<file path="config.mk">
export PLATFORM = sky130hd
export DESIGN_NAME = if_pc_sequencer
export DESIGN_NICKNAME = d
export VERILOG_FILES = /design/src/rtl/if_pc_sequencer.sv
export SDC_FILE = /design/constraint.sdc
export NUM_CORES = 1
export LEC_CHECK = 0
export BUFFER_PORTS_ARGS = -buffer_cell sky130_fd_sc_hd__buf_2
export CORE_MARGIN = 5
export CORE_UTILIZATION = 49
export CTS_CLUSTER_DIAMETER = 120
export DETAILED_ROUTE_END_ITERATION = 16
export PLACE_DENSITY = 0.83
export SLEW_MARGIN = 20
export SYNTH_ARGS = -nofsm -noshare
export SYNTH_HDL_FRONTEND = slang
export SYNTH_SLANG_ARGS = --single-unit
</file>
<file path="constraint.sdc">
create_clock -name clk -period 3 [get_ports clk]
set_input_delay 0.15 -clock clk [delete_from_list [all_inputs] [get_ports clk]]
set_output_delay 0.15 -clock clk [all_outputs]
set_load 0.01 [all_outputs]
</file>
<file path="src/rtl/if_pc_sequencer.sv">
// ---------------------------------------------------------------------------
// if_pc_sequencer
//   Fetch-stage PC sequencer. Runs a per-instruction phase counter
//   (0..DELAY_MAX) and, on the last phase of each slot, commits the next PC.
//   The next PC is chosen from the sequential address (IF_pc4, supplied by
//   add_pc), a taken conditional branch (IF_pcs + imm) or a jump
//   (jump_target). Jump has priority over branch.
//
// Ports
//   clk, nrst        : rising-edge clock, asynchronous active-low reset
//   execute          : run enable; low idles the sequencer and clears phase
//   IF_pc4           : IF_pcs+4 from add_pc, valid from phase 3
//   comp1, comp2     : branch comparison operands
//   func             : branch condition select
//   is_branch        : current instruction is a conditional branch
//   is_jump          : current instruction is an unconditional jump
//   imm              : signed branch byte offset
//   jump_target      : absolute jump address
//   IF_pcs           : current PC
//   ins_delay        : phase counter, zero-extended to 32 bits
//   commit           : one-cycle pulse on the cycle the PC updates
//   branch_taken     : last commit took a branch or jump
//   misaligned       : one-cycle pulse, with commit, when a jump/branch
//                      target had nonzero bits[1:0]
//   retired_count    : committed instruction count (wraps)
// ---------------------------------------------------------------------------
module if_pc_sequencer #(
  parameter logic [31:0] RESET_PC  = 32'h0000_0000,
  parameter int unsigned DELAY_MAX = 3
) (
  input  logic        clk,
  input  logic        nrst,
  input  logic        execute,
  input  logic [31:0] IF_pc4,
  input  logic [31:0] comp1,
  input  logic [31:0] comp2,
  input  logic [2:0]  func,
  input  logic        is_branch,
  input  logic        is_jump,
  input  logic [31:0] imm,
  input  logic [31:0] jump_target,
  output logic [31:0] IF_pcs,
  output logic [31:0] ins_delay,
  output logic        commit,
  output logic        branch_taken,
  output logic        misaligned,
  output logic [31:0] retired_count
);

  // Branch condition encoding shared with add_pc.
  typedef enum logic [2:0] {
    FN_EQ  = 3'b000,
    FN_NE  = 3'b001,
    FN_RS2 = 3'b010,
    FN_RS3 = 3'b011,
    FN_LT  = 3'b100,
    FN_GE  = 3'b101,
    FN_LTU = 3'b110,
    FN_GEU = 3'b111
  } func_e;

  localparam logic [3:0] LP_LAST = DELAY_MAX[3:0];

  logic [3:0]  r_phase;
  logic [31:0] r_pc;
  logic        r_commit;
  logic        r_taken;
  logic        r_misal;
  logic [31:0] r_retired;

  logic        w_last;
  logic        w_cond;
  logic        w_take;
  logic        w_check;
  logic [31:0] w_target;
  logic [31:0] w_next_pc;
  logic        w_misal;

  assign w_last = (r_phase == LP_LAST);

  always_comb begin
    w_cond = 1'b0;
    case (func_e'(func))
      FN_EQ:   w_cond = (comp1 == comp2);
      FN_NE:   w_cond = (comp1 != comp2);
      FN_LT:   w_cond = ($signed(comp1) <  $signed(comp2));
      FN_GE:   w_cond = ($signed(comp1) >= $signed(comp2));
      FN_LTU:  w_cond = (comp1 <  comp2);
      FN_GEU:  w_cond = (comp1 >= comp2);
      default: w_cond = 1'b0;
    endcase
  end

  // Only redirected targets are alignment-checked; IF_pc4 is trusted.
  always_comb begin
    w_target = IF_pc4;
    w_take   = 1'b0;
    w_check  = 1'b0;
    if (is_jump) begin
      w_target = jump_target;
      w_take   = 1'b1;
      w_check  = 1'b1;
    end else if (is_branch && w_cond) begin
      w_target = r_pc + imm;
      w_take   = 1'b1;
      w_check  = 1'b1;
    end
  end

  assign w_next_pc = {w_target[31:2], 2'b00};
  assign w_misal   = w_check && (w_target[1:0] != 2'b00);

  always_ff @(posedge clk or negedge nrst) begin
    if (!nrst) begin
      r_phase   <= '0;
      r_pc      <= RESET_PC;
      r_commit  <= 1'b0;
      r_taken   <= 1'b0;
      r_misal   <= 1'b0;
      r_retired <= '0;
    end else if (!execute) begin
      r_phase  <= '0;
      r_commit <= 1'b0;
      r_misal  <= 1'b0;
    end else if (w_last) begin
      r_phase   <= '0;
      r_pc      <= w_next_pc;
      r_commit  <= 1'b1;
      r_taken   <= w_take;
      r_misal   <= w_misal;
      r_retired <= r_retired + 32'd1;
    end else begin
      r_phase  <= r_phase + 4'd1;
      r_commit <= 1'b0;
      r_misal  <= 1'b0;
    end
  end

  assign IF_pcs        = r_pc;
  assign ins_delay     = {28'd0, r_phase};
  assign commit        = r_commit;
  assign branch_taken  = r_taken;
  assign misaligned    = r_misal;
  assign retired_count = r_retired;

endmodule

</file>
==> results of run 1 <==
cell type report:
cell class                 instances  share of cell area, %
tap                              147                   2.41
timing repair buffer             255                   17.5
clock inverter                     6                   1.47
sequential                        69                   22.6
clock buffer                       9                   2.95
multi-input combinational        532                   51.1
inverter                          41                   2.01
antenna                            1                 0.0327
cells in the final DEF (no fill, tap or decap), drive strengths merged, types with 6 or more instances in the layout:
cell,instances
conb,30
ha,63
and3,12
o21a,6
clkbuf,9
nor2,37
nand3,21
inv,40
mux2i,26
nor3,8
nand3b,29
o21ai,45
nand4,16
dfrtp,69
nand2b,6
xor2,21
xnor2,37
buf,254
a21o,9
a21oi,59
nand2,36
cell families after synthesis:
family,Yosys count
buf+inv,88
flops,69
mux,28
compound gates,161
simple gates,191
fa+ha+maj,64
other cells,1
xor+xnor,58
layer usage:
metal / global-route usage [%] / vias up / part of all wire (%)
met5: 0 / - / 0.12
met1: 27.2 / 2617 / 40
met3: 5.66 / 43 / 8.2
met4: 9.45 / 4 / 3.2
li1: - / 2823 / -
met2: 39.0 / 233 / 49
state kept, by name, summed over array words and instances (netlist names):
register	flops
retired_count	32
IF_pcs	30
r_phase	4
branch_taken	1
commit	1
misaligned	1
worst paths after layout:
| check | startpoint | end | slack (ps) | cells after the start |
|---|---|---|---|---|
| max in group asynchronous | nrst | IF_pcs[5] | 1900 | 3 |
| max | IF_pcs[13] | IF_pcs[23] | 120 | 10 |
| max reg2reg | IF_pcs[13] | IF_pcs[23] | 120 | 10 |
| min reg2reg | retired_count[31] | retired_count[31] | 470 | 1 |
| min | IF_pc4[31] | IF_pcs[31] | 60 | 3 |
| min in group asynchronous | nrst | r_phase[3] | 320 | 2 |
where the power goes:
group	leakage (nW)	internal (mW)	total [mW]	switching, mW
Clock	0.165	0.809	1.23	0.422
Sequential	0.883	1.17	1.38	0.210
Combinational	3.00	1.39	3.00	1.61
Total	4.05	3.36	5.61	2.25
per-stage QoR:
step | worst slack (ps) | setup TNS, ps | instances | power, mW
6_report | 123 | 0 | 1060 | 5.61
5_1_grt | -40.6 | -68.4 | 1060 | 6.04
4_1_cts | 18.1 | 0 | 1059 | 5.49
3_5_place_dp | -276 | -6390 | 1043 | 4.22
3_3_place_gp | -168 | -3400 | 1043 | 4.16
2_1_floorplan | 20.0 | 0 | 689 | 3.35
repair_timing:
item / in CTS / in global routing
endpoints found under the setup margin: 1 / 34
gates resized for setup: 1 / 26
hold buffers: 1 / 0
hold endpoints to repair: 22 / 0
setup buffers: 0 / 0
pin swaps: 0 / 2
worst register-to-register path: cells and delay by family, from the launching register on:
family          cells  cell delay [ps]
simple gates        2              310
fa+ha+maj           1              350
xor+xnor            1              140
flops               1              400
compound gates      5             1290
mux                 1              260
==> metrics.md, run 1 <==
| Metric | Value |
|---|---|
| Status | finished clean |
| Number of synthesized flops with an enable pin | 0 |
| Area growth syn-to-layout | 29.7% |
| Synth cell count leaders | 69 x dfrtp_1, 63 x ha_1, 59 x a21oi_1 |
| Cell Pwr Density | 734 mW/mm^2 |
| RSZ-0062 raised after global routing | yes |
| Yosys warnings | 0 |
| Post-route ant nets | 0 |
| Post-synthesis xor/xnor area fraction | 8.62% |
| # port buffers | 234 |
| Top-count cell post-synth | dfrtp_1 |
| Cell variety after synth | 68 |
| Die height | 120 um |
| DR vias | 5720 |
| Total global routing track utilization | 22.7% |
| Row Count | 40 |
| CTS buffer count | 9 |
| Max cap viols | 0 |
| Cell mode on critical path | a221o_1 |
| Die Area | 0.0143 mm^2 |
| Simple-gate portion of the synthesized area | 17.8% |
| Clock Pin Slew Worst Setup and Hold Paths | 60 ps |
| Startpoint types | flop |
| Family with the most delay on the worst path | compound AO/OA/AOI/OAI gates |
| First-pass GRT wire length | 26800 um |
| Synth Area in Adders | 13.7% |
| Wirelength per Cell | 15.9 um |
| DRT Wirelength | 16900 um |
| Drt pass-1 iters | 4 |
| Slew Limit Fails | 0 |
| Critical Path Max Stage Delay | 400 ps |
| Area occupied by multi-input gates | 0.00390 mm^2 |
| Layout fillers | 1010 |
| Initial Util | 49.5% |
| Slew margin rel. | 59.7% |
| Worst setup path class | reg2reg |
| Final instance area | 0.00764 mm^2 |
| Latest clock arrival within the worst-skew pair | 340 ps |
| Sequential share of the synthesized area | 29.3% |
| Fin nets | 1140 |
| Crit path time final | 2880 ps |
| Largest net degree at the start of global routing | 63 |
| Vias in the first global route | 5676 |
| Synth top area cells | dfrtp_1 29%, ha_1 13%, xnor2_1 5.5%, a21oi_1 5.0%, mux2i_1 4.4% |
| Post-Route Skew | 5.21 ps |
| Initial DRC count | 216 |
| DRC viols | 0 |
| Vias/cell | 5.40 |
| Post-synth top flop | dfrtp_1 |
| Clock sink count | 69 |
| Compound-Gate Fraction of Synth Area | 17.4% |
| Clock root buffer master | clkbuf_16 |
| Post-Syn Instances | 660 |
| # setup viols final | 0 |
| Global route overflow | 0 |
| CTS H-tree depth | 3 |
| Clock Path Buffers | 2 |
| Setup crit end kind | flop |
| Max Clk Rate | 348 MHz |
| Util after Layout | 64.2% |
| Post-synthesis mux area share | 4.80% |
| Layout cell share with drive strength beyond 1 | 33.2% |
| Pleak | 4.05 nW |
| Top Ports | 267 |
| Slew @ Worst Pin | 604 ps |
| Largest family of logic cells by synthesized area | simple AND/OR/NAND/NOR gates |
| Yosys top cell by area | dfrtp_1 |
| Required time worst endpoint | 3220 ps |
| Worst VDD drop | 500 uV |
| Initial antenna violation count | 3 |
| Synth Register Bits | 69 |
| Die width | 120 um |
| Worst path cell trace | ha_1 -> and3_1 -> a221o_1 -> a31o_2 -> a41o_2 -> nand2_1 -> a21boi_1 -> xor2_1 -> mux2_2 -> a221o_1 |
| Period utilization | 95.9% |
| Worst-path maximum fanout | 6 |
| Yosys top cell area share | 29.3% |
| Worst Path Arrival | 3100 ps |
| Synth Cell Area | 0.00589 mm^2 |
| Fin. Hold Viols | 0 |
| CTS tree | yes |
| Worst hold slack | 56.9 ps |
| DP Wirelength | 13600 um |
| Placed cell areas | 0.00717 mm^2 |
| Gp weighted congestion | 0.879 |
| Hold Path Class | in2reg |
| CP max-delay cell | dfrtp_1 |
| Mean post-synth cell area | 8.93 um^2 |
| Crit path buffers/inverters | 0 |
| Total area of sequential cells | 0.00173 mm^2 |
| Synth async-reset ratio | 100% |
| Core ar. | 0.0119 mm^2 |
No activity file was read; power rests on OpenSTA's default activity.
==> run 2, diff against run 1 <==
- ABC_AREA: unset -> 1
- CORE_UTILIZATION: 49 -> 45
- PLACE_DENSITY: 0.83 -> 0.75
==> metrics.md, run 2 <==
| Metric | Value |
|---|---|
| Post-synth top flop | dfrtp_1 |
| Core ar. | 0.0144 mm^2 (+21%) |
| CP max-delay cell | o21ai_0 |
| Post-Route Setup TNS | 0 ps (unchanged) |
| Crit path buffers/inverters | 2 (+2) |
| Period utilization | 89.6% (-6.3 points) |
| Worst Path Arrival | 2910 ps (-190 ps) |
| Fin nets | 1409 (+24%) |
| DP Wirelength | 15700 um (+16%) |
| Top-count cell post-synth | nand2_1 |
| DRT Wirelength | 19400 um (+15%) |
| Max cap viols | 0 (unchanged) |
| Initial DRC count | 368 (+70%) |
| Area occupied by multi-input gates | 0.00418 mm^2 (+7.1%) |
| CTS buffer count | 9 (unchanged) |
| Setup crit end kind | flop |
| Slew @ Worst Pin | 902 ps (+298 ps) |
| Latest clock arrival within the worst-skew pair | 340 ps (about the same) |
| Max Clk Rate | 372 MHz (+7.1%) |
| R2R depth | 14 (+4) |
| Yosys warnings | 0 (unchanged) |
| Cell Pwr Density | 671 mW/mm^2 (-8.5%) |
| Cell mode on critical path | nand3_1 |
| # port buffers | 236 (+0.85%) |
| # resized after CTS | 0 (-1) |
| Layout fillers | 1479 (+46%) |
| Largest net degree at the start of global routing | 70 (+11%) |
| Area growth syn-to-layout | 23.8% |
| Placed cell areas | 0.00775 mm^2 (+8.0%) |
| Post-route ant nets | 0 (unchanged) |
| Required time worst endpoint | 3220 ps (about the same) |
| Clock root buffer master | clkbuf_16 |
| Gp weighted congestion | 0.903 (+2.7%) |
| Max reg flops | 32 (unchanged) |
| Worst-path maximum fanout | 3 (-3) |
| Clock Pin Slew Worst Setup and Hold Paths | 70 ps (about the same) |
| DRC viols | 0 (unchanged) |
| First-pass GRT wire length | 30200 um (+13%) |
| Synth cell count leaders | 237 x nand2_1, 115 x nor2_1, 101 x inv_1 |
| Startpoint types | flop |
| Yosys top cell by area | dfrtp_1 |
| Number of synthesized flops with an enable pin | 0 (unchanged) |
| CTS tree | yes |
| Tot Pwr | 5.42 mW (-3.3%) |
| Util after Layout | 56.2% (-7.9 points) |
| RSZ-0062 raised after global routing | no |
| Most frequent cells in the layout | 237 x nand2_1, 235 x buf_2, 115 x nor2_1 |
| Die height | 130 um (+9.0%) |
| Synth Cell Area | 0.00652 mm^2 (+11%) |
| Crit. path cell count | 14 (+4) |
| Die Area | 0.0170 mm^2 (+19%) |
| Crit path time final | 2690 ps (-190 ps) |
| Worst setup path class | reg2reg |
| Reg-to-reg endpoint | IF_pcs[30] |
| Row Count | 44 (+10%) |
| Vias/cell | 5.01 (-7.2%) |
| Critical R2R Launch | IF_pcs[2] |
| Layout Cells excl Fill | 1369 (+29%) |
| Worst hold slack | 62.7 ps (+5.75 ps) |
| Commonest non-fill, non-tap cell in the layout | nand2_1 |
| Clock sink count | 69 (unchanged) |
| Global route overflow | 0 (unchanged) |
| CTS H-tree depth | 3 (unchanged) |
| Vias in the first global route | 6456 (+14%) |
| Layout cell share with drive strength beyond 1 | 23.7% (-9.5 points) |
| Initial antenna violation count | 6 (+3) |
| Post-Route Skew | 8.96 ps (+3.75 ps) |
| Synth Register Bits | 69 (unchanged) |
| Clock Path Buffers | 2 (unchanged) |
| # setup viols final | 0 (unchanged) |
| Total area of sequential cells | 0.00173 mm^2 (unchanged) |
| Family with the most delay on the worst path | compound AO/OA/AOI/OAI gates |
| Top Ports | 267 (unchanged) |
| Worst Setup SP | IF_pcs[2] |
| Post-Syn Instances | 945 (+43%) |
| Total global routing track utilization | 22.1% (-0.67 points) |
| Setup WS pre-CTS | 363 ps (+638 ps) |
| R2r setup slk | 310 ps (+190 ps) |
| Cell variety after synth | 42 (-38%) |
| Slew Limit Fails | 0 (unchanged) |
| Slew margin rel. | 39.9% (-20 points) |
| Mean post-synth cell area | 6.90 um^2 (-23%) |
| Initial Util | 45.4% (-4.1 points) |
| Fin. Hold Viols | 0 (unchanged) |
| Cells after DPL | 1349 (+29%) |
| Setup ws final | 313 ps (+190 ps) |
| DR vias | 6853 (+20%) |
| Worst path cell trace | ha_1 -> inv_1 -> fa_1 -> inv_1 -> nand3_1 -> nand2_1 -> a21oi_1 -> o21ai_0 -> nand3_1 -> nand2_1 -> xor2_1 -> nand3_1 -> nand3_1 -> a21oi_1 |
| Yosys top cell area share | 26.5% (-2.8 points) |
| Worst VDD drop | 377 uV (-25%) |
| Sequential share of the synthesized area | 26.5% (-2.8 points) |
| Die width | 130 um (+9.0%) |
| Final instance area | 0.00808 mm^2 (+5.7%) |
| End point of the critical path | IF_pcs[30] |
| Synth top area cells | dfrtp_1 26%, nand2_1 14%, ha_1 12%, nand3_1 6.9%, nor2_1 6.6% |
| Pleak | 4.71 nW (+16%) |
| Status | finished clean |
| Synth async-reset ratio | 100% (unchanged) |
| Hold Path Class | in2reg |
| Critical Path Max Stage Delay | 440 ps (+40 ps) |
| Wirelength per Cell | 14.2 um (-11%) |
| Drt pass-1 iters | 8 (+4) |
[run 2: cell types whose count changed in the layout (fill, tap and decap cells not counted), moves of 12 or more]
cell,before,now
nand3b_1,29,2
inv_1,40,100
nand2_1,36,237
xor2_1,21,36
o21ai_0,42,22
mux2i_1,26,0
nand3_1,19,90
buf_4,19,7
xnor2_1,37,24
nor2_1,35,115
[run 2: worst reg2reg max path, stage by stage (launching register included)]
cell     delay (ps)
dfrtp_1         380
ha_1            180
inv_1            80
fa_1            410
inv_1           120
nand3_1          70
nand2_1         120
a21oi_1         140
o21ai_0         440
nand3_1         130
nand2_1         110
xor2_1          150
nand3_1          90
nand3_1         100
a21oi_1          60
[run 2: cell families (layout without fill, tap and decap cells)]
| family | after synthesis | in the layout | synth area share [%] |
|---|---|---|---|
| other | 1 | 33 | 0.0575 |
| and+or+nand+nor | 493 | 493 | 33.1 |
| DFF | 69 | 69 | 26.5 |
| xor gates and xnor gates | 60 | 60 | 8.06 |
| AOI/OAI and AO/OA | 105 | 105 | 8.82 |
| adders and majority gates | 64 | 64 | 12.4 |
| buffers and inverters | 153 | 361 | 11.1 |
[run 2: report_power, final]
part	leakage [nW]	switching [mW]	internal (mW)
sequential	0.885	0.207	1.16
clock	0.151	0.474	0.665
combinational	3.67	1.77	1.15
[run 2: area by class of cell]
class	instances	area share (%)
clock inverter	7	1.07
clock buffer	9	2.79
antenna	3	0.0929
inverter	102	4.74
tap	184	2.85
multi-input combinational	752	51.8
sequential	69	21.4
timing repair buffer	243	15.3
[run 2: repair_timing]
action / CTS / global route
hold buffers: 1 / 0
endpoints found under the hold margin: 69 / 0
setup buffers: 0 / 0
[run 2: worst min-delay path by stage]
stage / start / depth (start not counted) / to
after floorplan: nrst / 0 / IF_pcs[10]
after global placement: nrst / 1 / IF_pcs[28]
after detailed placement: nrst / 1 / IF_pcs[28]
after CTS: execute / 3 / r_phase[1]
after global routing: execute / 3 / r_phase[1]
final: execute / 3 / r_phase[1]
[run 2: metal layers]
metal | vias up | part of all wire [%] | track usage [%]
li1 | 3469 | - | -
met1 | 3125 | 42 | 27.6
met2 | 219 | 48 | 37.6
met3 | 32 | 8.1 | 6.26
met4 | 8 | 1.8 | 6.05
met5 | - | 0.22 | 0
==> run 3, diff against run 2 <==
- clock period: 3 -> 3.3 ns (I/O delays scaled with it)
==> metrics.md, run 3 (synthesized netlist as in run 2, its figures left out) <==
| Metric | Value |
|---|---|
| Status | finished clean |
| Initial antenna violation count | 3 (-3) |
| Max layer used | met5 |
| Cell Pwr Density | 603 mW/mm^2 (-10%) |
| RSZ-0062 raised after global routing | no |
| Drt pass-1 iters | 5 (-3) |
| Layout Cells excl Fill | 1364 (-0.37%) |
| CTS tree | yes |
| Clock sink count | 69 (unchanged) |
| CTS H-tree depth | 3 (unchanged) |
| Worst Path Arrival | 2850 ps (-60 ps) |
| Latest clock arrival within the worst-skew pair | 340 ps (about the same) |
| Area occupied by multi-input gates | 0.00418 mm^2 (unchanged) |
| Gp weighted congestion | 0.997 (+10%) |
| First-pass GRT wire length | 30600 um (+1.3%) |
| Area growth syn-to-layout | 22.9% |
| Crit path buffers/inverters | 2 (unchanged) |
| Slew margin rel. | 38.3% (-1.6 points) |
| Clock Pin Slew Worst Setup and Hold Paths | 60 ps (about the same) |
| Max cap viols | 0 (unchanged) |
| Layout cell share with drive strength beyond 1 | 23.5% (-0.19 points) |
| DP Wirelength | 15800 um (+0.64%) |
| Cell mode on critical path | nand3_1 |
| Cells after DPL | 1346 (-0.22%) |
| Die width | 130 um (unchanged) |
| Slew Limit Fails | 0 (unchanged) |
| Commonest non-fill, non-tap cell in the layout | nand2_1 |
| Clock root buffer master | clkbuf_16 |
| Required time worst endpoint | 3530 ps (+310 ps) |
| Worst-path maximum fanout | 3 (unchanged) |
| Crit path time final | 2620 ps (-66.0 ps) |
| Post-Route M1 WL | 8510 um (+5.1%) |
| Setup crit end kind | flop |
| Fin. Hold Viols | 0 (unchanged) |
| Total global routing track utilization | 22.4% (+0.35 points) |
| Largest net degree at the start of global routing | 70 (unchanged) |
| Max reg flops | 32 (unchanged) |
| Worst VDD drop | 386 uV (+2.4%) |
| DR vias | 6699 (-2.2%) |
| Setup WS pre-CTS | 682 ps (+319 ps) |
| Global route overflow | 0 (unchanged) |
| DRC viols | 0 (unchanged) |
| # setup viols final | 0 (unchanged) |
| Vias/cell | 4.91 (-1.9%) |
| Critical Path Max Stage Delay | 400 ps (-40 ps) |
| Top Ports | 267 (unchanged) |
| CTS buffer count | 9 (unchanged) |
| Post-Route Setup TNS | 0 ps (unchanged) |
| Row Count | 44 (unchanged) |
| Most frequent cells in the layout | 237 x nand2_1, 235 x buf_2, 115 x nor2_1 |
| Post-route ant nets | 0 (unchanged) |
| Worst path cell trace | ha_1 -> inv_1 -> fa_1 -> inv_1 -> nand3_1 -> nand2_1 -> a21oi_1 -> o21ai_0 -> nand3_1 -> nand2_1 -> xor2_1 -> nand3_1 -> nand3_1 -> a21oi_1 |
| Setup ws final | 679 ps (+366 ps) |
| Detail Route met2 WL | 9460 um (+1.1%) |
| Wirelength per Cell | 14.5 um (+2.5%) |
| Initial Util | 45.4% (unchanged) |
| Layout fillers | 1408 (-4.8%) |
| Worst hold slack | 81.8 ps (+19.1 ps) |
| Family with the most delay on the worst path | simple AND/OR/NAND/NOR gates |
| Initial DRC count | 414 (+13%) |
| Worst setup path class | reg2reg |
| Period utilization | 79.4% (-10 points) |
| Total area of sequential cells | 0.00173 mm^2 (unchanged) |
| Slew @ Worst Pin | 926 ps (+23.8 ps) |
| # port buffers | 236 (unchanged) |
| Max Clk Rate | 382 MHz (+2.5%) |
| Core ar. | 0.0144 mm^2 (unchanged) |
| Fin nets | 1406 (-0.21%) |
| Met3 WL | 1460 um (-6.3%) |
| Vias in the first global route | 6370 (-1.3%) |
| Startpoint types | flop |
| CP max-delay cell | fa_1 |
| Clock Path Buffers | 2 (unchanged) |
| DRT Wirelength | 19800 um (+2.1%) |
| Pleak | 4.68 nW (-0.50%) |
| Post-Route Skew | 11.4 ps (+2.49 ps) |
| Die height | 130 um (unchanged) |
| Hold Path Class | in2reg |
| Die Area | 0.0170 mm^2 (unchanged) |
[run 3: cell type report]
| cell class | instances | share of cell area (%) |
|---|---|---|
| diodes | 1 | 0.0312 |
| repair buffers | 240 | 15.2 |
| multi-input cells | 752 | 52.1 |
| flip-flops and latches | 69 | 21.5 |
| clock buffers | 9 | 2.81 |
| inverters | 102 | 4.78 |
| clock inverters | 7 | 0.671 |
| well taps | 184 | 2.87 |
[run 3: power breakdown]
part | switching [mW] | total, mW | internal, mW | leakage (nW)
clock network | 0.416 | 0.934 | 0.518 | 0.141
logic | 1.62 | 2.66 | 1.04 | 3.66
registers | 0.189 | 1.24 | 1.05 | 0.885
[run 3: layer usage]
layer / vias to the layer above / global-route usage, %
met5: - / 0
met3: 30 / 5.77
met2: 194 / 37.5
li1: 3459 / -
met4: 6 / 6.05
met1: 3010 / 29.0
[run 3: tightest hold or removal path, cell delays in order]
cell and delay, ps:
buf_2 130, nand2_1 60, inv_1 30
[run 3: through the flow]
stage          instance area, um^2  utilization [%]  power (mW)
6_report                      8020             55.8        4.83
2_1_floorplan                 6630                -        3.08
5_1_grt                       8020             55.8        5.26
3_3_place_gp                  7730             53.8        3.88
3_5_place_dp                  7730             53.8        3.88
4_1_cts                       8020             55.8        4.85
[run 3: worst paths after layout]
| kind | start | endpoint | slack [ps] | depth (start not counted) |
|---|---|---|---|---|
| min in group asynchronous | nrst | IF_pcs[27] | 490 | 2 |
| min | execute | r_phase[1] | 80 | 3 |
| max reg2reg | IF_pcs[2] | IF_pcs[30] | 680 | 14 |
| min reg2reg | retired_count[31] | retired_count[31] | 470 | 1 |
| max | IF_pcs[2] | IF_pcs[30] | 680 | 14 |
| max in group asynchronous | nrst | IF_pcs[5] | 2180 | 2 |
[run 3: what timing repair did]
action,in CTS,in global routing
hold buffers,1,0
buffers inserted,0,0
resized for setup,0,0
endpoints found under the hold margin,27,0
